==> config.mk <==
export PLATFORM = sky130hd
export DESIGN_NAME = vram_text_scanout_flat
export DESIGN_NICKNAME = d
export VERILOG_FILES = /design/src/rtl/vram_text_scanout_if.sv /design/src/rtl/vram_text_scanout.sv /design/src/flat_wrapper.sv
export SDC_FILE = /design/constraint.sdc
export NUM_CORES = 1
export LEC_CHECK = 0
export BUFFER_PORTS_ARGS = -buffer_cell sky130_fd_sc_hd__buf_2
export CORE_ASPECT_RATIO = 0.7
export CORE_UTILIZATION = 55
export DETAILED_ROUTE_END_ITERATION = 10
export PLACE_DENSITY_LB_ADDON = 0.05
export SYNTH_ARGS = -nofsm -noshare
export SYNTH_HDL_FRONTEND = slang
export SYNTH_SLANG_ARGS = --single-unit
==> constraint.sdc <==
create_clock -name clk -period 2.75 [get_ports clk]
set_input_delay 0.1375 -clock clk [delete_from_list [all_inputs] [get_ports clk]]
set_output_delay 0.1375 -clock clk [all_outputs]
set_load 0.05 [all_outputs]
==> src/rtl/vram_text_scanout_if.sv <==
// vram_text_scanout_if: VRAM port B / font ROM read bus, cursor and start controls, and video outputs.
interface vram_text_scanout_if;
    logic [11:0] start_addr;
    logic        cursor_en;
    logic [11:0] cursor_addr;
    logic [11:0] vram_adb;
    logic        vram_ceb;
    logic [7:0]  vram_dout;
    logic [11:0] font_ad;
    logic        font_ce;
    logic [7:0]  font_dout;
    logic        hsync;
    logic        vsync;
    logic        de;
    logic        pix;
    logic        frame_start;
    modport master (
        input  start_addr, cursor_en, cursor_addr, vram_dout, font_dout,
        output vram_adb, vram_ceb, font_ad, font_ce, hsync, vsync, de, pix, frame_start
    );
    modport slave (
        output start_addr, cursor_en, cursor_addr, vram_dout, font_dout,
        input  vram_adb, vram_ceb, font_ad, font_ce, hsync, vsync, de, pix, frame_start
    );
endinterface

==> src/rtl/vram_text_scanout.sv <==
// vram_text_scanout: raster timing, character/font fetch and 1-bit pixel serialiser with blinking cursor.
module vram_text_scanout #(
    parameter int H_ACTIVE = 640,
    parameter int H_FP     = 16,
    parameter int H_SYNC   = 96,
    parameter int H_BP     = 48,
    parameter int V_ACTIVE = 480,
    parameter int V_FP     = 10,
    parameter int V_SYNC   = 2,
    parameter int V_BP     = 33,
    parameter int COLS     = 80,
    parameter bit SYNC_POL = 1'b0
) (
    input logic clk,
    input logic reset,
    vram_text_scanout_if.master bus
);
    localparam int H_TOTAL = H_ACTIVE + H_FP + H_SYNC + H_BP;
    localparam int V_TOTAL = V_ACTIVE + V_FP + V_SYNC + V_BP;
    localparam int HW = $clog2(H_TOTAL);
    localparam int VW = $clog2(V_TOTAL);
    logic [HW-1:0] hcnt_q, hcnt_d;
    logic [VW-1:0] vcnt_q, vcnt_d;
    logic [11:0]   row_base_q, row_base_d;
    logic [4:0]    frame_cnt_q, frame_cnt_d;
    logic [7:0]    sr_q, sr_d;
    logic          cur_q, cur_d;
    logic [2:0]    de_q, de_d, hs_q, hs_d, vs_q, vs_d, fs_q, fs_d;
    logic          h_end, v_end, vis, ph0, ph1, ph2, cur_hit, ceb, fce;
    logic [11:0]   cell_addr;
    always_comb begin
        h_end       = hcnt_q == HW'(H_TOTAL - 1);
        v_end       = vcnt_q == VW'(V_TOTAL - 1);
        vis         = (hcnt_q < HW'(H_ACTIVE)) && (vcnt_q < VW'(V_ACTIVE));
        ph0         = vis && hcnt_q[2:0] == 3'd0;
        ph1         = vis && hcnt_q[2:0] == 3'd1;
        ph2         = vis && hcnt_q[2:0] == 3'd2;
        cell_addr   = row_base_q + 12'(hcnt_q >> 3);
        cur_hit     = bus.cursor_en && cell_addr == bus.cursor_addr && vcnt_q[3:1] == 3'b111 && frame_cnt_q[4];
        hcnt_d      = h_end ? '0 : hcnt_q + HW'(1);
        vcnt_d      = !h_end ? vcnt_q : v_end ? '0 : vcnt_q + VW'(1);
        row_base_d  = !h_end ? row_base_q :
                      v_end ? bus.start_addr :
                      (vcnt_q < VW'(V_ACTIVE) && vcnt_q[3:0] == 4'hF) ? row_base_q + 12'(COLS) : row_base_q;
        frame_cnt_d = frame_cnt_q + 5'(h_end && v_end);
        cur_d       = ph1 ? cur_hit : cur_q;
        // cell address and cursor match are resolved during phase 1, pixels enter at phase 2
        sr_d        = ph2 ? bus.font_dout ^ {8{cur_q}} : {sr_q[6:0], 1'b0};
        de_d        = {de_q[1:0], vis};
        hs_d        = {hs_q[1:0], hcnt_q >= HW'(H_ACTIVE + H_FP) && hcnt_q < HW'(H_ACTIVE + H_FP + H_SYNC)};
        vs_d        = {vs_q[1:0], vcnt_q >= VW'(V_ACTIVE + V_FP) && vcnt_q < VW'(V_ACTIVE + V_FP + V_SYNC)};
        fs_d        = {fs_q[1:0], hcnt_q == '0 && vcnt_q == '0};
    end
    always_ff @(posedge clk or posedge reset) begin
        if (reset) begin
            hcnt_q      <= '0;
            vcnt_q      <= '0;
            row_base_q  <= '0;
            frame_cnt_q <= '0;
            sr_q        <= '0;
            cur_q       <= 1'b0;
            de_q        <= '0;
            hs_q        <= '0;
            vs_q        <= '0;
            fs_q        <= '0;
        end else begin
            hcnt_q      <= hcnt_d;
            vcnt_q      <= vcnt_d;
            row_base_q  <= row_base_d;
            frame_cnt_q <= frame_cnt_d;
            sr_q        <= sr_d;
            cur_q       <= cur_d;
            de_q        <= de_d;
            hs_q        <= hs_d;
            vs_q        <= vs_d;
            fs_q        <= fs_d;
        end
    end
    // strobes are combinational so the memories see them in the phase cycle itself; reset masks them
    assign ceb             = !reset && ph0;
    assign fce             = !reset && ph1;
    assign bus.vram_ceb    = ceb;
    assign bus.vram_adb    = ceb ? cell_addr : '0;
    assign bus.font_ce     = fce;
    assign bus.font_ad     = fce ? {bus.vram_dout, vcnt_q[3:0]} : '0;
    assign bus.de          = de_q[2];
    assign bus.pix         = de_q[2] & sr_q[7];
    assign bus.hsync       = hs_q[2] ~^ SYNC_POL;
    assign bus.vsync       = vs_q[2] ~^ SYNC_POL;
    assign bus.frame_start = fs_q[2];
endmodule
==> src/flat_wrapper.sv <==
// flat-port wrapper written by rule: the top's interface ports become plain ports
module vram_text_scanout_flat 
#(
    parameter int H_ACTIVE = 640,
    parameter int H_FP     = 16,
    parameter int H_SYNC   = 96,
    parameter int H_BP     = 48,
    parameter int V_ACTIVE = 480,
    parameter int V_FP     = 10,
    parameter int V_SYNC   = 2,
    parameter int V_BP     = 33,
    parameter int COLS     = 80,
    parameter bit SYNC_POL = 1'b0
)
  (clk, reset, bus_start_addr, bus_cursor_en, bus_cursor_addr, bus_vram_dout, bus_font_dout, bus_vram_adb, bus_vram_ceb, bus_font_ad, bus_font_ce, bus_hsync, bus_vsync, bus_de, bus_pix, bus_frame_start);
  vram_text_scanout_if bus_i ();
  input logic clk;
  input logic reset;
  input wire logic [$bits(bus_i.start_addr)-1:0] bus_start_addr;
  input wire logic [$bits(bus_i.cursor_en)-1:0] bus_cursor_en;
  input wire logic [$bits(bus_i.cursor_addr)-1:0] bus_cursor_addr;
  input wire logic [$bits(bus_i.vram_dout)-1:0] bus_vram_dout;
  input wire logic [$bits(bus_i.font_dout)-1:0] bus_font_dout;
  output wire logic [$bits(bus_i.vram_adb)-1:0] bus_vram_adb;
  output wire logic [$bits(bus_i.vram_ceb)-1:0] bus_vram_ceb;
  output wire logic [$bits(bus_i.font_ad)-1:0] bus_font_ad;
  output wire logic [$bits(bus_i.font_ce)-1:0] bus_font_ce;
  output wire logic [$bits(bus_i.hsync)-1:0] bus_hsync;
  output wire logic [$bits(bus_i.vsync)-1:0] bus_vsync;
  output wire logic [$bits(bus_i.de)-1:0] bus_de;
  output wire logic [$bits(bus_i.pix)-1:0] bus_pix;
  output wire logic [$bits(bus_i.frame_start)-1:0] bus_frame_start;
  assign bus_i.start_addr = bus_start_addr;
  assign bus_i.cursor_en = bus_cursor_en;
  assign bus_i.cursor_addr = bus_cursor_addr;
  assign bus_i.vram_dout = bus_vram_dout;
  assign bus_i.font_dout = bus_font_dout;
  assign bus_vram_adb = bus_i.vram_adb;
  assign bus_vram_ceb = bus_i.vram_ceb;
  assign bus_font_ad = bus_i.font_ad;
  assign bus_font_ce = bus_i.font_ce;
  assign bus_hsync = bus_i.hsync;
  assign bus_vsync = bus_i.vsync;
  assign bus_de = bus_i.de;
  assign bus_pix = bus_i.pix;
  assign bus_frame_start = bus_i.frame_start;
  vram_text_scanout #(.H_ACTIVE(H_ACTIVE), .H_FP(H_FP), .H_SYNC(H_SYNC), .H_BP(H_BP), .V_ACTIVE(V_ACTIVE), .V_FP(V_FP), .V_SYNC(V_SYNC), .V_BP(V_BP), .COLS(COLS), .SYNC_POL(SYNC_POL)) u_core (.clk(clk), .reset(reset), .bus(bus_i));
endmodule
==> run metrics, run 1 <==
status=complete, but fails checks; failing checks=negative setup slack; critical path type=reg2out; final hold violations=0; Clock Tree Buf Depth=2; IO Port Bufs=73; initial DRC count=254; Distinct cells, synth=61; cell taking the most area after synthesis=dfrtp_1; Root Buffer=clkbuf_8; vias per inst=5.68; Period Utilization, post-route=1.00; crit path setup slack, layout=-0.00793 ns; Least-Margin Pin Slew=0.705 ns; worst r2r path cells=7; Num CTS Buffers=9; Max VDD drop=0.309 mV; fmax=363 MHz; HPWL Detailed=6600 µm; Critical-path top delay cell=fa_2; Period minus WS final=2.76 ns; Critical Path AT=2.62 ns; Crit path largest cell delay=0.41 ns; GRT overflow=0; Skew-Pair Late Insertion Delay=0.34 ns; fin area=4420 µm²; hold path startpoint=bus_start_addr[1]; die span in x=99.7 µm; Hold Path Class=in2reg; Net Count, Synth=466; TritonCTS clock tree=yes; post-placement worst setup slack=0.200 ns; Max Fanout on Critical Path=4; Detailed Route WL=9000 µm; CP bufs+invs=2; skew final=0.0114 ns; DIE AREA=7020 µm²; Power Dens Cells=397 nW/µm²; area post-placement=4140 µm²; First-pass DRT Iterations=5; CP required=2.61 ns; hold path depth=2; top-count cell post-synth=dfrtp_1; Final Max Tran Viols=0; sequential fraction of the synthesis area=0.395; Mean Syn Cell Area=9.05 µm²; EDFF count, synth=0; critical path's top delay family=adder cells; flops & latches, synth=58; # setup viols final=1; worst r2r src=u_core.hcnt_q[7]; Endpoint, Worst Hold=u_core.row_base_q[1]; reg-to-reg setup timing slack=0.23 ns; DRT antenna net count=0; Die Ht=70.4 µm; top post-synthesis cells by area=dfrtp_1 39%, xnor2_1 6.4%, ha_1 5.4%; CP Capture Type=output pin; CTS clk-pin slew, worst paths=0.06 ns; Cells after DPL=559; max_cap viols=0; reg2reg end=u_core.cur_q; site row count=24; Final #Nets=544; Tot GR Track Use=0.271; vias in the first global route=2886; FFs w/ async S/R, synth=1.00; fraction of layout cells with a size suffix above 1=0.267; pin count of the biggest net entering global routing=59; Non-Filler Instances=578; unrepaired setup endpoints after global routing=true; share of the synthesized area in the top cell type=0.395; Final GP Congestion=0.966; Synth Cell Area=3680 µm²; yosys warns=0; DRC Markers=0; Avg WL per Cell=15.6 µm; startpoint types=flop; area grow syn2layout=20.2%; H-tree Lvls=3; initial antenna violation count=0; Slew HR=0.530; first-pass GRT wire length=14500 µm; Core ar.=6340 µm²; Synth top cells by count=58 x dfrtp_1, 39 x nand2_1, 34 x nor2_1; # diodes=0; Starting Density=0.580; # clock sinks=58; crit-path cells=ha_2 > fa_2 > a41o_1 > a221oi_2 > buf_4 > a21oi_4 > xnor2_1 > nor2_1 > buf_6; vias=3283; Syn Inst Count=406; io pins=74; Pleak=2.13 nW; dominant synthesized flop cell=dfrtp_1
-- worst max path at each step --
stage	from	to	depth (start not counted)
after floorplan	u_core.hcnt_q[3]	bus_vram_adb[10]	7
after global placement	u_core.hcnt_q[3]	bus_vram_adb[10]	9
after detailed placement	u_core.hcnt_q[3]	u_core.cur_q	7
after CTS	u_core.row_base_q[0]	bus_vram_adb[10]	9
after global routing	u_core.hcnt_q[3]	bus_vram_adb[10]	9
final	u_core.hcnt_q[3]	bus_vram_adb[10]	9
-- timing repair --
action,in CTS,in global routing
setup buffers,1,3
gates cloned,0,0
gates resized for setup,6,9
hold buffers,1,0
pin swaps,1,8
setup endpoints to repair,3,10
hold endpoints to repair,1,0
-- registers in the layout, summed over array words and instances (netlist names) --
name and flops:
u_core.row_base_q 12, u_core.hs_q 3, u_core.hcnt_q 10, u_core.de_q 3, u_core.fs_q 3, u_core.vcnt_q 10, u_core.vs_q 3, u_core.sr_q 8
u_core.cur_q 1, u_core.frame_cnt_q 5
-- cell type report --
| cell class | count | area [µm²] |
|---|---|---|
| Multi-Input combinational cell | 314 | 2120 |
| Timing Repair Buffer | 88 | 493 |
| Clock buffer | 11 | 151 |
| Fill cell | 523 | 1920 |
| Sequential cell | 58 | 1450 |
| Tap cell | 91 | 114 |
| Clock inverter | 3 | 40.0 |
| Inverter | 13 | 52.6 |
-- power by group --
part | switching (W) | internal (W)
Clock | 0.000323 | 0.000454
Combinational | 0.0000759 | 0.0000469
Sequential | 0.000000315 | 0.000855
-- placed cells by master, fill, tap and decap left out, types with 3 or more instances in the layout --
master    count
o22ai_1       4
and3_1        9
xnor2_1      27
mux2_2        4
nor2_2        3
nor3_1       13
nand3_1      15
nor2_1       32
nand4_1       9
ha_1         14
and2_1       17
mux2i_1       3
a31oi_1       3
a21oi_1      21
a21o_1        3
buf_2        71
dfrtp_1      58
clkbuf_8     11
xor2_1       14
nand2_1      39
buf_4        14
nor4_1        6
o21ai_0      28
inv_1        11
-- metrics by stage --
| stage | power (W) | util | setup TNS, ns | hold WS (ns) |
|---|---|---|---|---|
| after floorplan | 0.000942 | - | 0 | 0.235 |
| after global routing | 0.00182 | 0.697 | -0.0991 | 0.0287 |
| final | 0.00175 | 0.697 | -0.00793 | 0.0359 |
| after detailed placement | 0.000993 | 0.653 | 0 | 0.336 |
| after global placement | 0.000991 | 0.653 | 0 | 0.332 |
| after CTS | 0.00177 | 0.689 | 0 | 0.0216 |
-- cells by family (layout without fill, tap and decap cells) --
family | after synthesis | count (layout) | synth area share
AOI/OAI and AO/OA | 84 | 84 | 0.148
xor gates and xnor gates | 42 | 42 | 0.104
muxes | 7 | 7 | 0.0204
DFF | 58 | 58 | 0.395
and+or+nand+nor | 164 | 164 | 0.232
buffers and inverters | 34 | 115 | 0.0415
adders and majority gates | 17 | 17 | 0.0599
-- routing by layer --
metal	routed length, µm	GRT usage	part of all wire	vias to the layer above
met5	0	0	0	-
li1	-	-	-	1589
met3	643	0.0551	0.071	14
met4	126	0.0866	0.014	0
met2	3770	0.370	0.42	129
met1	4460	0.421	0.50	1551
Power figures use the tool's default switching activity.
==> run 2: changes to the inputs <==
Settings changed: CORE_UTILIZATION 55 to 45.
==> run 2 against run 1 <==
- the flow now finishes without violations
- critical path depth is the same
- utilization shrank 12 points
- sequential power is essentially flat
- via count fell by 2.9%
- flip-flop and latch count is the same
- register-to-register slack worse by 0.02 ns
- fmax rose by 4.7%
- critical path type unchanged
- critical endpoint unchanged
- largest power group is now the clock network
==> run metrics, run 2 (synthesized netlist as in run 1, its figures left out) <==
vias per inst=5.41 (was 5.68); startpoint types=flop (unchanged); Starting Density=0.465 (was 0.580); Power Dens Cells=480 nW/µm² (was 397 nW/µm²); Clock Tree Buf Depth=2 (unchanged); pin count of the biggest net entering global routing=59 (unchanged); die span in x=110 µm (was 99.7 µm); Clk pwr share=0.553 (was 0.443); Die Ht=77.6 µm (was 70.4 µm); skew final=0.00319 ns (was 0.0114 ns); Hold WS=0.0379 ns (was 0.0359 ns); # setup viols final=0 (was 1); Max VDD drop=0.337 mV (was 0.309 mV); Detailed Route WL=8990 µm (was 9000 µm); sequential share of power=0.391 (was 0.487); area of the multi-input gates=2110 µm² (was 2120 µm²); Skew-Pair Late Insertion Delay=0.32 ns (was 0.34 ns); FF+latch area=1460 µm² (was 1450 µm²); Least-Margin Pin Slew=0.758 ns (was 0.705 ns); P_sw=0.000487 W (was 0.000399 W); Final #Nets=543 (was 544); cts hold-fix bufs=0 (was 1); io pins=74 (unchanged); max reg flops=12 (unchanged); Hold Path Class=in2reg (unchanged); critical path type=reg2out (unchanged); most frequent cells in the layout=70 x buf_2, 55 x dfrtp_1, 39 x nand2_1, 33 x nor2_1, 29 x o21ai_0 (was 71 x buf_2, 58 x dfrtp_1, 39 x nand2_1, 32 x nor2_1, 28 x o21ai_0); Top Registers=u_core.row_base_q x12, u_core.hcnt_q x10, u_core.vcnt_q x10 (unchanged); Num CTS Buffers=9 (unchanged); DRC Markers=0 (unchanged); final setup TNS=0 ns (was -0.00793 ns); # clock sinks=58 (unchanged); CTS clk-pin slew, worst paths=0.05 ns (was 0.06 ns); Critical Path AT=2.50 ns (was 2.62 ns); First-pass DRT Iterations=4 (was 5); Net Sw Frac=0.223 (was 0.227); Period minus WS final=2.63 ns (was 2.76 ns); H-tree Lvls=3 (unchanged); initial DRC count=185 (was 254); Final Max Tran Viols=0 (unchanged); final hold violations=0 (unchanged); # diodes=0 (unchanged); first-pass GRT wire length=14900 µm (was 14500 µm); status=finished, final reports clean (was complete, but fails checks); # fillers=724 (was 523); most flop-heavy register=u_core.row_base_q (unchanged); combinational share of power=0.056 (was 0.070); vias in the first global route=2961 (was 2886); area grow syn2layout=23.9% (was 20.2%); IO Port Bufs=73 (unchanged); Final GP Congestion=0.880 (was 0.966); fmax=380 MHz (was 363 MHz); Cells after DPL=570 (was 559); CP required=2.61 ns (about the same); TritonCTS clock tree=yes (unchanged); Non-Filler Instances=589 (was 578); Pleak=2.16 nW (was 2.13 nW); Root Buffer=clkbuf_16 (was clkbuf_8); Slew HR=0.495 (was 0.530); Period Utilization, post-route=0.958 (was 1.00); DIE AREA=8540 µm² (was 7020 µm²); commonest non-fill, non-tap cell in the layout=buf_2 (unchanged); Core ar.=7910 µm² (was 6340 µm²); GRT overflow=0 (unchanged); max_cap viols=0 (unchanged); unrepaired setup endpoints after global routing=false (was true); CP Capture Type=output pin (unchanged); HPWL Detailed=6660 µm (was 6600 µm); Avg WL per Cell=15.3 µm (was 15.6 µm); initial antenna violation count=0 (unchanged); fraction of layout cells with a size suffix above 1=0.275 (was 0.267); internal cell power=0.00170 W (was 0.00136 W); site row count=27 (was 24); Max Fanout on Critical Path=4 (unchanged); vias=3188 (was 3283); fin util=0.576 (was 0.697); DRT antenna net count=0 (unchanged); Tot GR Track Use=0.231 (was 0.271)
==> run 2: area by class of cell <==
cell class                      instances  area share
Clock inverter                          7      0.0225
Clock buffer                            9      0.0495
Inverter                               13      0.0115
Multi-Input combinational cell        314       0.463
Tap cell                              101      0.0277
Sequential cell                        58       0.320
Timing Repair Buffer                   87       0.106
==> run 2: power groups by stage <==
stage	clock network, W	logic [W]	registers, W
finish	0.00121	0.000123	0.000856
global route	0.00128	0.000136	0.000855
CTS	0.00124	0.000125	0.000855
detailed placement	0	0.000124	0.000871
global placement	0	0.000123	0.000871
floorplan	0	0.0000718	0.000871
==> run 2: per-stage QoR <==
| stage | area [µm²] | setup slack, ns | total power (W) |
|---|---|---|---|
| after global placement | 4160 | 0.259 | 0.000994 |
| final | 4550 | 0.115 | 0.00219 |
| after floorplan | 3690 | 0.0741 | 0.000942 |
| after global routing | 4550 | 0.000399 | 0.00227 |
| after detailed placement | 4160 | 0.0917 | 0.000995 |
| after CTS | 4500 | 0.00993 | 0.00222 |
==> run 2: final timing paths <==
check / to / slack, ns / from / cells after the start
setup / recovery: bus_vram_adb[10] / 0.12 / u_core.hcnt_q[3] / 9
hold / removal: u_core.row_base_q[4] / 0.04 / bus_start_addr[4] / 3
setup reg to reg: u_core.cur_q / 0.21 / u_core.hcnt_q[3] / 7
hold reg to reg: u_core.fs_q[1] / 0.34 / u_core.fs_q[0] / 0
max in group asynchronous: u_core.hcnt_q[6] / 2.07 / reset / 3
min in group asynchronous: u_core.vcnt_q[0] / 0.14 / reset / 3
==> run 2: per-layer routing <==
| layer | up-vias | GRT usage | wire (µm) | part of all wire |
|---|---|---|---|---|
| met4 | 0 | 0.0640 | 98 | 0.011 |
| li1 | 1590 | - | - | - |
| met5 | - | 0 | 0 | 0 |
| met3 | 8 | 0.0706 | 795 | 0.088 |
| met2 | 100 | 0.312 | 3500 | 0.39 |
| met1 | 1490 | 0.349 | 4600 | 0.51 |
==> run 2: worst max-delay path, cell delays in order, from the launching register on <==
cell	delay, ns
dfrtp_2	0.42
ha_4	0.17
fa_2	0.37
a41o_1	0.22
a221oi_2	0.28
buf_4	0.18
a21oi_1	0.09
xnor2_1	0.14
nor2_1	0.13
buf_6	0.17
==> run 2: timing repair <==
| item | CTS | global route |
|---|---|---|
| buffers inserted | 0 | 3 |
| resized for setup | 5 | 11 |
| pin swaps | 0 | 1 |
| endpoints found under the setup margin | 2 | 6 |
==> run 3: changes to the inputs <==
Settings changed: BUFFER_PORTS_ARGS -buffer_cell sky130_fd_sc_hd__buf_2 to not set, DONT_BUFFER_PORTS set to 1.
==> run 3 against run 2 <==
- fmax grew 0.18%
- die area is the same
- largest cell class unchanged
- final cell count shrank 6.3%
- critical path type unchanged
- flip-flop and latch count is the same
- clock-buffer cell count is the same
- worst hold slack lost 0.028 ns
- clock skew grew 0.00085 ns
- non-clock buffer count shrank 37
- register-to-register slack is essentially flat
- design area grew 0.96%
==> run metrics, run 3 (synthesized netlist as in run 1, its figures left out) <==
final hold violations=0 (unchanged); # clock sinks=58 (unchanged); Root Buffer=clkbuf_16 (unchanged); critical path type=reg2out (unchanged); CTS clk-pin slew, worst paths=0.05 ns (about the same); fmax=380 MHz (about the same); # fillers=723 (was 724); wire length on met3=716 µm (was 795 µm); CP bufs+invs=2 (unchanged); # diodes=0 (unchanged); most flop-heavy register=u_core.row_base_q (unchanged); fin util=0.582 (was 0.576); Period Utilization, post-route=0.956 (was 0.958); initial DRC count=181 (was 185); Slew HR=0.516 (was 0.495); met2 routed WL=3440 µm (was 3500 µm); DIE AREA=8540 µm² (unchanged); crit-path cells=ha_2 > fa_2 > a41o_1 > a221oi_2 > buf_4 > a21oi_1 > xnor2_1 > nor2_1 > buf_6 (was ha_4 > fa_2 > a41o_1 > a221oi_2 > buf_4 > a21oi_1 > xnor2_1 > nor2_1 > buf_6); Tot GR Track Use=0.228 (was 0.231); site row count=27 (unchanged); skew final=0.00405 ns (was 0.00319 ns); H-tree Lvls=3 (unchanged); Avg WL per Cell=15.8 µm (was 15.3 µm); Max Fanout on Critical Path=4 (unchanged); Top Registers=u_core.row_base_q x12, u_core.hcnt_q x10, u_core.vcnt_q x10 (unchanged); max reg flops=12 (unchanged); area grow syn2layout=25.1% (was 23.9%); status=finished, final reports clean (unchanged); initial antenna violation count=0 (unchanged); Hold Path Class=in2reg (unchanged); highest routed layer=met4 (unchanged); DRT antenna net count=0 (unchanged); Starting Density=0.465 (unchanged); HPWL Detailed=6580 µm (was 6660 µm); Final #Nets=506 (was 543); pin count of the biggest net entering global routing=59 (unchanged); critical path's top delay family=compound AO/OA/AOI/OAI gates (unchanged); vias=3094 (was 3188); fraction of layout cells with a size suffix above 1=0.175 (was 0.275); IO Port Bufs=0 (was 73); DRC Markers=0 (unchanged); Cells after DPL=522 (was 570); Core ar.=7910 µm² (unchanged); GRT overflow=0 (unchanged); vias in the first global route=2988 (was 2961); Non-Filler Instances=552 (was 589); # setup viols final=0 (unchanged); Critical Path AT=2.49 ns (was 2.50 ns); Critical-path top delay cell=dfrtp_1 (was dfrtp_2); Final GP Congestion=0.856 (was 0.880); Least-Margin Pin Slew=0.726 ns (was 0.758 ns); routed metal-1 wirelength=4400 µm (was 4600 µm); most frequent cells in the layout=58 x dfrtp_1, 39 x nand2_1, 33 x nor2_1, 28 x o21ai_0, 27 x xnor2_1 (was 70 x buf_2, 55 x dfrtp_1, 39 x nand2_1, 33 x nor2_1, 29 x o21ai_0); Final Max Tran Viols=0 (unchanged); first-pass GRT wire length=14600 µm (was 14900 µm); startpoint types=flop (unchanged); vias per inst=5.61 (was 5.41); Crit path largest cell delay=0.38 ns (was 0.42 ns); TritonCTS clock tree=yes (unchanged); Power Dens Cells=470 nW/µm² (was 480 nW/µm²); Clock Tree Buf Depth=2 (unchanged); Die Ht=77.6 µm (unchanged); max_cap viols=0 (unchanged); io pins=74 (unchanged); commonest non-fill, non-tap cell in the layout=dfrtp_1 (was buf_2); Detailed Route WL=8730 µm (was 8990 µm); Pleak=2.06 nW (was 2.16 nW); die span in x=110 µm (unchanged); CP Capture Type=output pin (unchanged); Max VDD drop=0.299 mV (was 0.337 mV); Num CTS Buffers=9 (unchanged); CP required=2.61 ns (about the same); Skew-Pair Late Insertion Delay=0.33 ns (was 0.32 ns); First-pass DRT Iterations=5 (was 4); Period minus WS final=2.63 ns (about the same)
[run 3: cell count changes in the layout (fill, tap and decap cells not counted), sizes merged]
cell,change
buf,-49
clkbuf,-1
clkinvlp,+1
dlygate4sd3,+13
inv,-1
[run 3: where the power goes]
part	total (W)	switching [W]	internal (W)
Combinational	0.000125	0.0000689	0.0000565
Sequential	0.000856	0.000000269	0.000856
Clock	0.00118	0.000391	0.000789
[run 3: metal layers]
layer,vias to the layer above,track usage
met5,-,0
met2,120,0.310
met1,1445,0.333
met4,0,0.0987
met3,17,0.0613
li1,1512,-
[run 3: cell type report]
cell class                      count  area (µm²)  area share
Multi-Input combinational cell    314        2100       0.457
Sequential cell                    58        1450       0.316
Timing Repair Buffer               50         549       0.119
Clock buffer                        9         225      0.0490
Tap cell                          101         126      0.0275
Clock inverter                      7        93.8      0.0204
Inverter                           13        52.6      0.0114
[run 3: what timing repair did]
| action | CTS | global route |
|---|---|---|
| setup endpoints to repair | 1 | 4 |
| resized for setup | 1 | 5 |
| hold buffers | 13 | 0 |
| hold endpoints to repair | 57 | 0 |
| buffers inserted | 0 | 1 |
[run 3: metrics by stage]
stage / cell area [µm²] / TNS (ns) / worst slack [ns] / total power (W) / hold slack (ns)
2_1_floorplan: 3690 / 0 / 0.0741 / 0.000942 / 0.235
3_3_place_gp: 4130 / 0 / 0.318 / 0.000982 / 0.285
3_5_place_dp: 4130 / 0 / 0.234 / 0.000982 / 0.287
4_1_cts: 4580 / 0 / 0.0215 / 0.00220 / 0.00378
5_1_grt: 4600 / -0.00957 / -0.00957 / 0.00224 / 0.0168
6_report: 4600 / 0 / 0.120 / 0.00216 / 0.0103
[run 3: final timing paths]
check / from / endpoint / slack, ns / cells after the start
min: bus_start_addr[5] / u_core.row_base_q[5] / 0.01 / 2
max in group asynchronous: reset / u_core.cur_q / 1.69 / 3
min reg2reg: u_core.fs_q[1] / u_core.fs_q[2] / 0.34 / 0
max reg2reg: u_core.hcnt_q[4] / u_core.cur_q / 0.21 / 6
max: u_core.row_base_q[0] / bus_vram_adb[10] / 0.12 / 9
min in group asynchronous: reset / u_core.vcnt_q[1] / 0.57 / 3
